File: src/rtl/fan_ctrl_pkg.sv
`default_nettype none
// ============================================================================
//  Module      : fan_ctrl_pkg
//  Description : Shared definitions for the fan speed controller family.
//                Holds the FSM state encoding, the speed width, and a
//                16-to-8-bit saturating helper.
//  Revision    : 1.0 - initial release
// ============================================================================
package fan_ctrl_pkg;

    localparam int SPEED_W = 8;

    // Encoding is visible on the state output port and must not change.
    typedef enum logic [1:0] {
        ST_OFF  = 2'd0,
        ST_KICK = 2'd1,
        ST_RAMP = 2'd2,
        ST_HOLD = 2'd3
    } fan_state_e;

    // Clamp a 16-bit unsigned value into the 8-bit speed range.
    function automatic logic [SPEED_W-1:0] sat8(input logic [15:0] value);
        return (value > 16'd255) ? 8'hFF : value[7:0];
    endfunction

endpackage
`default_nettype wire

File: src/rtl/fan_temp_map.sv
`default_nettype none
// ============================================================================
//  Module      : fan_temp_map
//  Description : Combinational temperature -> target speed mapping.
//                At or below T_LOW the target is 0.  Above T_LOW the target
//                is (temp - T_LOW) * SLOPE, saturated to 255, with any
//                non-zero result below MIN_SPEED raised to MIN_SPEED.
//  Ports       : temp   in  [7:0]  temperature, unsigned degC
//                target out [7:0]  mapped target speed
//  Revision    : 1.0 - initial release
// ============================================================================
module fan_temp_map
    import fan_ctrl_pkg::*;
#(
    parameter int T_LOW     = 25,
    parameter int SLOPE     = 16,
    parameter int MIN_SPEED = 64
) (
    input  logic [SPEED_W-1:0] temp,
    output logic [SPEED_W-1:0] target
);

    logic [15:0]        w_excess;
    logic [15:0]        w_product;
    logic [SPEED_W-1:0] w_sat;

    always_comb begin
        // w_excess is only meaningful when temp > T_LOW; the wrap otherwise
        // is masked by the first branch below.
        w_excess  = 16'(temp) - 16'(T_LOW);
        w_product = w_excess * 16'(SLOPE);
        w_sat     = sat8(w_product);

        if (temp <= SPEED_W'(T_LOW)) begin
            target = '0;
        end else if ((w_sat != '0) && (w_sat < SPEED_W'(MIN_SPEED))) begin
            target = SPEED_W'(MIN_SPEED);
        end else begin
            target = w_sat;
        end
    end

endmodule
`default_nettype wire

File: src/rtl/fan_ramp_ctrl.sv
`default_nettype none
// ============================================================================
//  Module      : fan_ramp_ctrl
//  Description : Closed-loop fan speed sequencer feeding the PWM generator.
//                Target comes from the temperature map or a manual override.
//                From standstill the fan is kicked at KICK_SPEED for
//                KICK_TICKS cycles, then speed steps by STEP every
//                STEP_TICKS cycles toward the target without overshoot.
//  Ports       : clk          in       clock, rising edge
//                arst         in       asynchronous active-high reset
//                temp         in [7:0] temperature sample, unsigned degC
//                temp_valid   in       one-cycle strobe qualifying temp
//                manual_en    in       manual override enable (level)
//                manual_speed in [7:0] override target speed
//                speed        out[7:0] registered speed to PWM
//                target       out[7:0] registered current target
//                at_target    out      speed == target
//                fan_on       out      state != OFF
//                state        out[1:0] OFF=0 KICK=1 RAMP=2 HOLD=3
//  Revision    : 1.0 - initial release
// ============================================================================
module fan_ramp_ctrl
    import fan_ctrl_pkg::*;
#(
    parameter int T_LOW      = 25,
    parameter int SLOPE      = 16,
    parameter int MIN_SPEED  = 64,
    parameter int KICK_SPEED = 255,
    parameter int KICK_TICKS = 5000,
    parameter int STEP       = 16,
    parameter int STEP_TICKS = 1000
) (
    input  logic               clk,
    input  logic               arst,
    input  logic [SPEED_W-1:0] temp,
    input  logic               temp_valid,
    input  logic               manual_en,
    input  logic [SPEED_W-1:0] manual_speed,
    output logic [SPEED_W-1:0] speed,
    output logic [SPEED_W-1:0] target,
    output logic               at_target,
    output logic               fan_on,
    output logic [1:0]         state
);

    // One counter serves both the kick timer and the step timer.
    localparam int CNT_MAX = (KICK_TICKS > STEP_TICKS) ? KICK_TICKS : STEP_TICKS;
    localparam int CNT_W   = $clog2(CNT_MAX + 1);

    localparam logic [CNT_W-1:0]   c_KICK_LAST = CNT_W'(KICK_TICKS - 1);
    localparam logic [CNT_W-1:0]   c_STEP_LAST = CNT_W'(STEP_TICKS - 1);
    localparam logic [SPEED_W-1:0] c_KICK_VAL  = SPEED_W'(KICK_SPEED);
    localparam logic [SPEED_W-1:0] c_MIN_VAL   = SPEED_W'(MIN_SPEED);
    localparam logic [SPEED_W:0]   c_STEP_VAL  = (SPEED_W + 1)'(STEP);

    fan_state_e         r_state;
    fan_state_e         w_state_nxt;
    logic [SPEED_W-1:0] r_speed;
    logic [SPEED_W-1:0] w_speed_nxt;
    logic [SPEED_W-1:0] r_target;
    logic [CNT_W-1:0]   r_count;
    logic [CNT_W-1:0]   w_count_nxt;

    logic [SPEED_W-1:0] w_map_target;
    logic [SPEED_W-1:0] w_manual_target;
    logic [SPEED_W:0]   w_up_sum;
    logic [SPEED_W-1:0] w_up_speed;
    logic [SPEED_W-1:0] w_dn_speed;
    logic [SPEED_W-1:0] w_step_speed;

    // ------------------------------------------------------------------
    // Target selection
    // ------------------------------------------------------------------
    fan_temp_map #(
        .T_LOW     (T_LOW),
        .SLOPE     (SLOPE),
        .MIN_SPEED (MIN_SPEED)
    ) u_temp_map (
        .temp   (temp),
        .target (w_map_target)
    );

    always_comb begin
        w_manual_target = manual_speed;
        if ((manual_speed != '0) && (manual_speed < c_MIN_VAL)) begin
            w_manual_target = c_MIN_VAL;
        end
    end

    // Manual override wins over temperature; once override drops, the last
    // manual value is retained until a fresh temperature sample arrives.
    always_ff @(posedge clk or posedge arst) begin
        if (arst) begin
            r_target <= '0;
        end else if (manual_en) begin
            r_target <= w_manual_target;
        end else if (temp_valid) begin
            r_target <= w_map_target;
        end
    end

    // ------------------------------------------------------------------
    // Step arithmetic: 9-bit so that neither direction can wrap; each
    // direction clips at the target so a step never overshoots.
    // ------------------------------------------------------------------
    always_comb begin
        w_up_sum   = {1'b0, r_speed} + c_STEP_VAL;
        w_up_speed = (w_up_sum > {1'b0, r_target}) ? r_target : w_up_sum[SPEED_W-1:0];

        if ({1'b0, r_speed} < ({1'b0, r_target} + c_STEP_VAL)) begin
            w_dn_speed = r_target;
        end else begin
            w_dn_speed = r_speed - c_STEP_VAL[SPEED_W-1:0];
        end

        w_step_speed = (r_speed < r_target) ? w_up_speed : w_dn_speed;
    end

    // ------------------------------------------------------------------
    // Sequencer FSM
    // ------------------------------------------------------------------
    always_ff @(posedge clk or posedge arst) begin
        if (arst) begin
            r_state <= ST_OFF;
            r_speed <= '0;
            r_count <= '0;
        end else begin
            r_state <= w_state_nxt;
            r_speed <= w_speed_nxt;
            r_count <= w_count_nxt;
        end
    end

    always_comb begin
        w_state_nxt = r_state;
        w_speed_nxt = r_speed;
        w_count_nxt = r_count;

        case (r_state)
            ST_OFF: begin
                w_speed_nxt = '0;
                if (r_target != '0) begin
                    w_state_nxt = ST_KICK;
                    w_speed_nxt = c_KICK_VAL;
                    w_count_nxt = '0;
                end
            end

            ST_KICK: begin
                if (r_target == '0) begin
                    w_state_nxt = ST_OFF;
                    w_speed_nxt = '0;
                end else if (r_count == c_KICK_LAST) begin
                    w_state_nxt = ST_RAMP;
                    w_count_nxt = '0;
                end else begin
                    w_count_nxt = r_count + CNT_W'(1);
                end
            end

            ST_RAMP: begin
                // Arrival is checked before stepping so a settled speed is
                // never disturbed by a pending step.
                if (r_speed == r_target) begin
                    w_state_nxt = (r_target == '0) ? ST_OFF : ST_HOLD;
                end else if (r_count == c_STEP_LAST) begin
                    w_count_nxt = '0;
                    w_speed_nxt = w_step_speed;
                end else begin
                    w_count_nxt = r_count + CNT_W'(1);
                end
            end

            ST_HOLD: begin
                if (r_target != r_speed) begin
                    w_state_nxt = ST_RAMP;
                    w_count_nxt = '0;
                end
            end

            default: begin
                w_state_nxt = ST_OFF;
                w_speed_nxt = '0;
                w_count_nxt = '0;
            end
        endcase
    end

    // ------------------------------------------------------------------
    // Outputs
    // ------------------------------------------------------------------
    assign speed     = r_speed;
    assign target    = r_target;
    assign state     = r_state;
    assign at_target = (r_speed == r_target);
    assign fan_on    = (r_state != ST_OFF);

endmodule
`default_nettype wire

File: config.mk
export PLATFORM = sky130hd
export DESIGN_NAME = fan_ramp_ctrl
export DESIGN_NICKNAME = d
export VERILOG_FILES = /design/src/rtl/fan_ctrl_pkg.sv /design/src/rtl/fan_temp_map.sv /design/src/rtl/fan_ramp_ctrl.sv
export SDC_FILE = /design/constraint.sdc
export NUM_CORES = 1
export LEC_CHECK = 0
export ABC_AREA = 1
export BUFFER_PORTS_ARGS = -buffer_cell sky130_fd_sc_hd__buf_4
export CAP_MARGIN = 20
export CORE_MARGIN = 4
export CORE_UTILIZATION = 59
export DETAILED_ROUTE_END_ITERATION = 8
export HOLD_SLACK_MARGIN = 0.06
export PLACE_DENSITY_LB_ADDON = 0.15
export SLEW_MARGIN = 40
export SYNTH_ARGS = -nofsm -noshare
export SYNTH_HDL_FRONTEND = slang
export SYNTH_SLANG_ARGS = --single-unit
File: constraint.sdc
create_clock -name clk -period 2.58 [get_ports clk]
set_input_delay 0.516 -clock clk [delete_from_list [all_inputs] [get_ports clk]]
set_output_delay 0.516 -clock clk [all_outputs]
set_load 0.02 [all_outputs]
# Yosys cells after proc, flatten, opt, wreduce, memory -nomap -nowiden
# Cells that the tools add are included.
# Widths: inputs -> output; s select.
[totals] reg_bits=31 in_bits=20 wordCells=72
[classes] addsub=5 magnitude_cmp=7 eq_ne=15 mux=28 n_reduce_logical=13
[op_table] op="$mux 8" n=13
[op_table] op="$mux 13" n=6
[op_table] op="$pmux 13 s4" n=1
[op_table] op="$pmux 8 s3" n=1
[op_table] op="$reduce_bool 8->1" n=3
[op_table] op="$add 8x5->9 const B" n=2
[op_table] op="$gt 16x8->1 const B" n=1
[op_table] op="$lt 8x7->1 const B" n=2
[op_table] op="$ne 2x2->1 const B" n=7
[op_table] op="$add 13x1->13 const B" n=1
[op_table] op="$eq 13x10->1 const B" n=1
[op_table] op="$eq 13x13->1 const B" n=1
[op_table] op="$mux 2" n=6
[op_table] op="$reduce_and 4->1" n=3
[op_table] op="$gt 9x8->1" n=1
[op_table] op="$lt 8x9->1" n=1
[op_table] op="$sub 8x5->9 const B" n=1
[op_table] op="$eq 8x8->1" n=1
[op_table] op="$le 8x5->1 const B" n=1
[op_table] op="$logic_not 8->1" n=1
[op_table] op="$lt 8x8->1" n=1
[op_table] op="$ne 8x8->1" n=1
[op_table] op="$pmux 2 s4" n=1
[op_table] op="$sub 8x5->8 const B" n=1
[op_table] op="7 further kinds" n=10

# Depth between registers and ports, before layout
# Gate-level depths: netlist of run 1.
[logic_depth] ltp_word=9 depth_mapped=14 mapped_depth_nobuf=14

# Hierarchy
# A second synthesis of run 1 with hierarchy kept.
[hier_totals] hier_cells=417 hier_area_um2=2979.1
[modules_own_cells] mod="fan_ramp_ctrl" n_inst=1 cells_each=372 area_each_um2=2701.3
[modules_own_cells] mod="fan_temp_map" n_inst=1 cells_each=45 area_each_um2=277.8

# Worst setup path before layout of run 1
# Ideal clock, no wire load.
[synth_path] path_kind="register to register" startpoint="reg r_speed[4], in the netlist speed[4]" endpoint="reg r_speed[1], in the netlist speed[1]" t_arrival_ps=2085 slack_ps=378 path_stages_with_launch=13 n_path_buf=0 period_less_slack_ps=2202 path_cell_list="dfrtp_1 > inv_1 > ha_1 > ha_1 > nand2_1 > nor2_1 > nand4_2 > nand2_2 > nand3_2 > nand2_2 > nor2_4 > nand2_1 > nand2_1"
[synth_via] elab_chain_cells=7 elab_cells_between_ends=13 cone_classes="add/sub (1); order compare (3); eq/ne (2); mux (6); reduce/logical (1)"
[synth_rtl] item="from (decl)" line="fan_ramp_ctrl.sv:58" source="logic [SPEED_W-1:0] r_speed;"
[synth_rtl] item="from (signal assigned)" line="fan_ramp_ctrl.sv:129" source="r_speed <= w_speed_nxt;"
[synth_rtl] item="$add 8x5->9" line="fan_ramp_ctrl.sv:107" source="w_up_sum = {1'b0, r_speed} + c_STEP_VAL;"
[synth_rtl] item="$gt 9x8->1" line="fan_ramp_ctrl.sv:108" source="w_up_speed = (w_up_sum > {1'b0, r_target}) ? r_target : w_up_sum[SPEED_W-1:0];"
[synth_rtl] item="$mux 8" line="fan_ramp_ctrl.sv:108"
[synth_rtl] item="$mux 8" line="fan_ramp_ctrl.sv:116" source="w_step_speed = (r_speed < r_target) ? w_up_speed : w_dn_speed;"
[synth_rtl] item="$mux 8" line="fan_ramp_ctrl.sv:166" source="end else if (r_count == c_STEP_LAST) begin"
[synth_rtl] item="$mux 8" line="fan_ramp_ctrl.sv:164" source="if (r_speed == r_target) begin"
[synth_rtl] item="$pmux 8 s3" line="fan_ramp_ctrl.sv:139" source="case (r_state)"
# Parallel ways exist; a longest one is shown, timed or not. The select of a mux whose other input is x is not followed.
# A chain may end at the register's enable or synchronous reset.

# Worst setup path in the final report of run 1
[layout_path] startpoint="reg r_speed[5], in the netlist speed[5]" endpoint="reg r_speed[1], in the netlist speed[1]"
# Same word-level chain as after synthesis.

==> reports/results.ini, run 1 <==
[run_status]
status = complete, no violations

[clock_tree]
cts.clk_slew.worst_paths_ns = 0.07
cts_buffers = 5
cts-root-buf = clkbuf_8
ctsResizeCount = 0
clkLatencyLatePin_ns = 0.29
clockBufferDepth = 2
cts_sinks = 31
cts_tree = yes
h-tree-depth = 2
cts_setup_buffers = 0
ctsHoldBuffers = 0

[global_routing]
grt-ovfl-total = 0
grt_util_met2 = 0.389
gr-max-usage-layer = met2
grt_usage = 0.246
antenna_found_initial = 0
use_met1 = 0.334
met3_usage = 0.0598
grt_max_degree = 32
grt_pass1_vias = 2793
grt_pass1_wl_um = 12400

[power]
switching_share = 0.517
peakVddDrop_v = 0.000519
comb_power_share = 0.663
p_int_mw = 1.63
power_density_mw_per_mm2 = 969
seq_power_share = 0.222
clkPwrFrac = 0.115
switchingPower_mw = 1.75
leakage_nw = 1.92

[timing]
min_period_ns = 2.34
rsz0062_at_grt = no
setup_tns_ns = 0
slew_headroom = 0.576
post-route-period-util = 0.907
hold_viol = 0
setup-violations-final = 0
tightest_slew_ns = 0.633
fmax_ghz = 0.427
slew_violations = 0
finalClockSkew_ns = 0.0109

[finish]
nets = 553
nFillCells = 421
n_antenna_cell = 0
drive_above_1_share = 0.164
seq_area_um2 = 777
fin_cells = 573
utilization = 0.719
multi_input_area_mm2 = 0.00194
area_delta_synth_final_pct = 15.3

[die]
dieWidth_um = 79.6
dieArea_mm2 = 0.00634
rows = 25
fp.dieH_um = 79.6
start_util = 0.624
io_pins = 40
core-area_mm2 = 0.00485

[logic_synthesis]
synthArstFlopShare = 1.00
netlist_area_mm2 = 0.00303
synthesis.nets = 510
synth.largest_area_cell = dfrtp_1
ys_warn_count = 0
syn_avg_cell_area_um2 = 6.53
netlist_instances = 463
yosys.cell_types.count = 39
synth_seq_cells = 31
synth-edff-count = 0
ys.flop_type = dfrtp_1
ys_top_cells_by_area = dfrtp_1 (26%), nand2_1 (17%), ha_1 (11%), nand3_1 (8.9%), inv_1 (7.9%)
ys_seq_area_frac = 0.256
yosys.area.top_type_share = 0.256

[placement]
place_inst = 566
portBuffers = 39
place_hpwl_um = 5900
place.gp.congestion = 0.930

[hold_path]
hp-class = in -> async

[setup_path]
cp.arrival_ns = 2.52
ff2ff_path_depth = 13
path_cells = ha_1 > xor2_1 > ha_1 > a21oi_1 > nor2_1 > nor2_1 > nand2_2 > nand2_2 > nand3_2 > nand2_2 > nor2_4 > nand2_1 > nand2_1
r2r-start = speed[5]$_DFFE_PP0P_
cp_slowest_cell = dfrtp_1
crit_fanout = 6
path_buf_inv = 0
cp-start-kind = flop
slowest_delay_ns = 0.47
crit_family = simple AND/OR/NAND/NOR gates
cp-end-kind = flop
crit_top_cell = nand2_2
required_ns = 2.76
criticalPathCategory = reg -> reg
r2r_slack_ns = 0.24
reg2reg_to = speed[1]$_DFFE_PP0P_

[routing]
drtAntennaViolNets = 0
drt_iter0_drc = 312
totalWireLength_um = 7280
vias = 3102
viasPerCell = 5.41
wl_per_cell_um = 12.7
drc = 0
dr.pass1.iters = 5

[job]
drv_cap = 0

-- logic make-up (layout without fill, tap and decap cells) --
logic type / after synthesis / after routing / share of synthesized area
AO/OA/AOI/OAI: 45 / 45 / 0.0848
XOR/XNOR: 11 / 11 / 0.0318
adder cells (fa/ha/maj): 27 / 27 / 0.112
buffers and inverters: 81 / 124 / 0.103
flip-flops: 31 / 31 / 0.256
AND/OR/NAND/NOR: 268 / 268 / 0.413
-- per-layer routing --
layer / routed length, µm / part of all wire
met1: 3290 / 0.45
met2: 3300 / 0.45
met3: 574 / 0.079
met4: 112 / 0.015
met5: 0 / 0
-- cells in the final DEF (no fill, tap or decap), drive strengths merged --
| cell | n |
|---|---|
| or2 | 2 |
| nand3b | 3 |
| clkbuf | 6 |
| o211ai | 1 |
| a21oi | 21 |
| nand3 | 57 |
| dfrtp | 31 |
| nor4 | 2 |
| xnor2 | 2 |
| ha | 27 |
| a31oi | 3 |
| and3 | 1 |
| nor3b | 1 |
| o21ai | 15 |
| xor2 | 9 |
| o41ai | 1 |
| inv | 73 |
| nand2 | 141 |
| o21a | 1 |
| clkinv | 2 |
| buf | 43 |
| nand4 | 11 |
| a22oi | 3 |
| nor3 | 6 |
| nor2 | 44 |
-- state kept, by name (all words and copies together) (netlist names) --
name,flops
r_count,13
speed,8
state,2
target,8
-- worst register-to-register path: stages (launching register included) --
cell     delay, ns
dfrtp_1       0.47
ha_1          0.23
xor2_1        0.25
ha_1          0.29
a21oi_1       0.15
nor2_1        0.06
nor2_1        0.14
nand2_2       0.11
nand2_2       0.13
nand3_2       0.13
nand2_2       0.10
nor2_4        0.05
nand2_1       0.07
nand2_1       0.06
-- area by class of cell --
class                           count  share of cell area
Sequential cell                    31               0.223
Tap cell                           67              0.0240
Inverter                           74              0.0796
Clock buffer                        6              0.0237
Timing Repair Buffer               43              0.0925
Clock inverter                      1             0.00143
Multi-Input combinational cell    351               0.556
-- worst max path at each step --
stage,start,endpoint,slack (ns),depth (start not counted)
floorplan,speed[4]$_DFFE_PP0P_,speed[1]$_DFFE_PP0P_,0.38,12
global placement,speed[4]$_DFFE_PP0P_,speed[2]$_DFFE_PP0P_,0.20,12
detailed placement,speed[4]$_DFFE_PP0P_,speed[1]$_DFFE_PP0P_,0.17,12
CTS,speed[4]$_DFFE_PP0P_,speed[1]$_DFFE_PP0P_,0.15,12
global route,speed[4]$_DFFE_PP0P_,speed[2]$_DFFE_PP0P_,0.08,12
finish,speed[5]$_DFFE_PP0P_,speed[1]$_DFFE_PP0P_,0.24,13
-- synth_stat cells (4+ instances only) --
| master | number |
|---|---|
| nand2_1 | 135 |
| inv_1 | 64 |
| nand3_1 | 54 |
| nor2_1 | 36 |
| dfrtp_1 | 31 |
| ha_1 | 27 |
| a21oi_1 | 21 |
| o21ai_1 | 12 |
| inv_2 | 9 |
| nand4_1 | 9 |
| xor2_1 | 9 |
| nand2_2 | 5 |
| nor2_2 | 5 |
| nor3_1 | 5 |
| clkbuf_1 | 4 |
-- stage by stage --
stage	cell area, µm²	total power [mW]	worst slack, ns	hold WS, ns
after floorplan	3030	2.35	0.378	0.475
after global placement	3400	2.91	0.202	0.492
after detailed placement	3400	2.96	0.174	0.499
after CTS	3490	3.37	0.150	0.322
after global routing	3490	3.70	0.0785	0.388
final	3490	3.38	0.239	0.303
-- power by group through the flow --
stage	Sequential [mW]	Combinational, mW	Clock (mW)
floorplan	0.827	1.52	0
global placement	0.749	2.16	0
detailed placement	0.752	2.21	0
CTS	0.744	2.23	0.396
global route	0.767	2.51	0.415
finish	0.751	2.24	0.390
Power figures use the tool's default switching activity.
==> run 2: changes to the inputs <==
--- a/config.mk
+++ b/config.mk
@@ -13,6 +13,7 @@
 export DETAILED_ROUTE_END_ITERATION = 8
 export HOLD_SLACK_MARGIN = 0.06
 export PLACE_DENSITY_LB_ADDON = 0.15
+export SETUP_SLACK_MARGIN = 0.5
 export SLEW_MARGIN = 40
 export SYNTH_ARGS = -nofsm -noshare
 export SYNTH_HDL_FRONTEND = slang
==> reports/results.ini, run 2 (same netlist as run 1, synthesis figures left out) <==
[setup_path]
cp-end-kind = output port
cp.arrival_ns = 1.69
cp-start-kind = flop
required_ns = 2.06
crit_fanout = 4
criticalPathCategory = reg -> out

[finish]
largest_reg_flops = 13
seq_area_um2 = 783
regMostFlops = r_count
area_delta_synth_final_pct = 30.9
final_common_cell = nand2_1
n_antenna_cell = 0
finalInstanceArea_mm2 = 0.00396
multi_input_area_mm2 = 0.00213
drive_above_1_share = 0.262
nets = 580
final_cell_mix = nand2_1 (129), buf_4 (65), inv_1 (62)
utilization = 0.817
nFillCells = 322

[routing]
drc = 0
dr.pass1.iters = 6
wl_per_cell_um = 15.0
vias = 3353
route.met3.wl_um = 732
viasPerCell = 5.58
drt_iter0_drc = 429
totalWireLength_um = 9000
drt-met1-wl_um = 3740
drtAntennaViolNets = 0
wl_met2_um = 4260
top_layer_used = met4

[die]
io_pins = 40
fp.dieH_um = 79.6
start_util = 0.624
core-area_mm2 = 0.00485
dieWidth_um = 79.6
dieArea_mm2 = 0.00634
rows = 25

[global_routing]
grt_max_degree = 32
grt_pass1_wl_um = 13900
grt_pass1_vias = 3084
grt-ovfl-total = 0
antenna_found_initial = 0
grt_usage = 0.273

[power]
power_density_mw_per_mm2 = 1090
peakVddDrop_v = 0.000656
leakage_nw = 2.09

[timing]
fmax_ghz = 0.452
setup_tns_ns = 0
layout_setup_ws_ns = 0.369
slew_headroom = 0.567
post-route-period-util = 0.857
min_period_ns = 2.21
hold_viol = 0
slew_violations = 0
setup-violations-final = 0
finalClockSkew_ns = 0.00411
tightest_slew_ns = 0.647
rsz0062_at_grt = yes

[placement]
place.gp.congestion = 0.934
place_area_mm2 = 0.00341
detailedPlace.worstSlack_ns = 0.302
portBuffers = 39
place_hpwl_um = 5860

[clock_tree]
cts.clk_slew.worst_paths_ns = 0.07
ctsHoldBuffers = 0
h-tree-depth = 2
cts_buffers = 5
cts-root-buf = clkbuf_8
clockBufferDepth = 2
cts_tree = yes
clkLatencyLatePin_ns = 0.29
cts_sinks = 31

[job]
drv_cap = 0

[hold_path]
hp-class = in -> async

[run_status]
status = complete, no violations

[run 2: cell types whose count changed in the layout (fill, tap and decap cells not counted), sizes merged]
cell,change
buf,+27
bufinv,+1
[run 2: metal layers]
layer / vias up / GRT usage
met5: - / 0
met4: 0 / 0.0979
met3: 33 / 0.0440
li1: 1627 / -
met1: 1544 / 0.366
met2: 149 / 0.442
[run 2: metrics by stage]
stage                     total power [mW]  hold WS (ns)  cells
final                                 4.32         0.304    601
after CTS                             3.93         0.318    596
after floorplan                       2.38         0.475    463
after global placement                2.93         0.494    565
after detailed placement              2.98         0.496    565
after global routing                  4.63         0.334    601
[run 2: report_power, final]
part	total (mW)	internal, mW	switching (mW)
sequential	0.756	0.603	0.153
combinational	3.05	1.23	1.81
clock	0.516	0.312	0.203
[run 2: worst max-delay path: stages, from the launching register on]
cell	delay, ns
dfrtp_2	0.46
buf_12	0.15
ha_4	0.25
nand3_2	0.07
nor2_2	0.11
nand2_1	0.11
inv_2	0.12
buf_6	0.13
[run 2: worst paths after layout]
kind	slack, ns	to	depth (start not counted)	from
setup / recovery	0.37	at_target	7	speed[5]$_DFFE_PP0P_
min in group clk	0.46	target[6]$_DFFE_PP0P_	3	manual_speed[6]
max in group asynchronous	1.96	speed[6]$_DFFE_PP0P_	3	arst
hold / removal	0.30	r_count[3]$_DFFE_PP0P_	3	arst
setup reg to reg	0.39	speed[6]$_DFFE_PP0P_	14	target[5]$_DFFE_PP0P_
hold reg to reg	0.51	r_count[1]$_DFFE_PP0P_	2	r_count[1]$_DFFE_PP0P_
[run 2: final cells by class]
cell class | instances | share of cell area
flip-flops and latches | 31 | 0.198
clock inverters | 2 | 0.00885
clock buffers | 6 | 0.0209
repair buffers | 70 | 0.142
well taps | 67 | 0.0212
inverters | 74 | 0.0708
multi-input cells | 351 | 0.539
[run 2: timing repair]
action / 4_1_cts / 5_1_grt
resized for setup: 21 / 16
endpoints found under the setup margin: 17 / 22
buffers inserted: 23 / 5
pin swaps: 8 / 15
==> run 3: changes to the inputs <==
--- a/config.mk
+++ b/config.mk
@@ -8,6 +8,7 @@
 export ABC_AREA = 1
 export BUFFER_PORTS_ARGS = -buffer_cell sky130_fd_sc_hd__buf_4
 export CAP_MARGIN = 20
+export CORE_ASPECT_RATIO = 0.75
 export CORE_MARGIN = 4
 export CORE_UTILIZATION = 59
 export DETAILED_ROUTE_END_ITERATION = 8
==> constraint.sdc (replaced) <==
create_clock -name clk -period 2.58 [get_ports clk]
set_input_delay 0.387 -clock clk [delete_from_list [all_inputs] [get_ports clk]]
set_output_delay 0.387 -clock clk [all_outputs]
set_load 0.02 [all_outputs]
==> reports/results.ini, run 3 (same netlist as run 1, synthesis figures left out) <==
[setup_path]
cp_slowest_cell = dfrtp_2
path_buf_inv = 0
cp-start-kind = flop
crit_fanout = 5
required_ns = 2.75
cp-end-kind = flop
crit_family = simple AND/OR/NAND/NOR gates
criticalPathCategory = reg -> reg
slowest_delay_ns = 0.49
crit_top_cell = nand3_2
cp.arrival_ns = 2.41
path_cells = ha_4 > xnor2_2 > ha_1 > nand3_2 > nor2_4 > nand3_2 > nand3_4 > nand3_2 > nand2_2 > nor2_4 > nand2_1 > nand2_1

[global_routing]
grt-ovfl-total = 0
grt_usage = 0.267
grt_pass1_vias = 2864
grt_max_degree = 32
grt_pass1_wl_um = 13600
antenna_found_initial = 0

[finish]
area_delta_synth_final_pct = 34.9
nets = 575
final_common_cell = nand2_1
drive_above_1_share = 0.324
finalInstanceArea_mm2 = 0.00408
largest_reg_flops = 13
n_antenna_cell = 0
final_cell_mix = nand2_1 (116), inv_1 (60), buf_4 (57)
regMostFlops = r_count

[clock_tree]
cts_sinks = 31
h-tree-depth = 2
cts-root-buf = clkbuf_8
cts_tree = yes
cts_buffers = 5
clockBufferDepth = 2
cts.clk_slew.worst_paths_ns = 0.07
clkLatencyLatePin_ns = 0.29

[timing]
setup-violations-final = 0
slew_violations = 0
tightest_slew_ns = 0.483
rsz0062_at_grt = yes
slew_headroom = 0.675
post-route-period-util = 0.867
min_period_ns = 2.24
finalClockSkew_ns = 0.00869
setup_tns_ns = 0
hold_viol = 0
fmax_ghz = 0.447

[routing]
totalWireLength_um = 9700
vias = 3443
drt_iter0_drc = 412
drc = 0
drtAntennaViolNets = 0
dr.pass1.iters = 6
wl_per_cell_um = 16.5
viasPerCell = 5.86

[placement]
place_hpwl_um = 6370
portBuffers = 39
place_area_mm2 = 0.00342
place.gp.congestion = 0.955

[die]
fp.dieH_um = 70.0
start_util = 0.614
rows = 22
dieArea_mm2 = 0.00635
io_pins = 40
dieWidth_um = 90.7
core-area_mm2 = 0.00493

[run_status]
status = complete, no violations

[power]
peakVddDrop_v = 0.000695
leakage_nw = 2.12
power_density_mw_per_mm2 = 1120

[job]
drv_cap = 0

[hold_path]
hp-class = in -> async

==> run 3: area by class of cell <==
cell class                      count  area (µm²)
Timing Repair Buffer               65         536
Sequential cell                    31         787
Clock inverter                      1        5.00
Fill cell                         315         845
Inverter                           74         290
Multi-Input combinational cell    351        2310
Tap cell                           60        75.1
Clock buffer                        6        82.6
==> run 3: routing by layer <==
| layer | GRT usage | vias to the layer above | routed length, µm |
|---|---|---|---|
| met5 | 0 | - | 0 |
| met4 | 0.0798 | 0 | 340 |
| met3 | 0.0635 | 42 | 907 |
| met2 | 0.384 | 205 | 4320 |
| met1 | 0.394 | 1568 | 4140 |
| li1 | - | 1628 | - |
==> run 3: per-stage QoR <==
| step | worst slack [ns] | total power [mW] | util | hold slack (ns) | std cells |
|---|---|---|---|---|---|
| 2_1_floorplan | 0.507 | 2.38 | - | 0.475 | 463 |
| 3_3_place_gp | 0.263 | 2.97 | 0.695 | 0.477 | 561 |
| 3_5_place_dp | 0.267 | 3.02 | 0.695 | 0.494 | 561 |
| 4_1_cts | 0.439 | 3.81 | 0.754 | 0.193 | 581 |
| 5_1_grt | 0.258 | 4.90 | 0.829 | 0.233 | 588 |
| 6_report | 0.342 | 4.59 | 0.829 | 0.179 | 588 |
==> run 3: what timing repair did <==
| action | 4_1_cts | 5_1_grt |
|---|---|---|
| gates resized for setup | 18 | 71 |
| setup endpoints to repair | 15 | 24 |
| setup buffers | 13 | 7 |
| pin swaps | 14 | 29 |
| hold buffers | 0 | 0 |
==> run 3: power breakdown <==
part	internal [mW]	switching, mW	leakage, nW
registers	0.605	0.175	0.381
logic	1.37	2.04	1.69
clock network	0.209	0.183	0.0470
total	2.19	2.40	2.12
==> run 3: path summary, 6_finish.rpt <==
path | from | end | slack [ns] | cells past startpoint
setup / recovery | target[4]$_DFFE_PP0P_ | speed[2]$_DFFE_PP0P_ | 0.34 | 12
setup reg to reg | target[4]$_DFFE_PP0P_ | speed[2]$_DFFE_PP0P_ | 0.34 | 12
min in group clk | manual_speed[7] | target[7]$_DFFE_PP0P_ | 0.37 | 3
max in group asynchronous | arst | target[2]$_DFFE_PP0P_ | 2.07 | 3
hold / removal | arst | r_count[3]$_DFFE_PP0P_ | 0.18 | 3
hold reg to reg | speed[0]$_DFFE_PP0P_ | speed[0]$_DFFE_PP0P_ | 0.52 | 2
==> run 3: tightest hold or removal path: cells and delay by family <==
kind / cells / cell delay, ns
buffers and inverters: 3 / 0.50
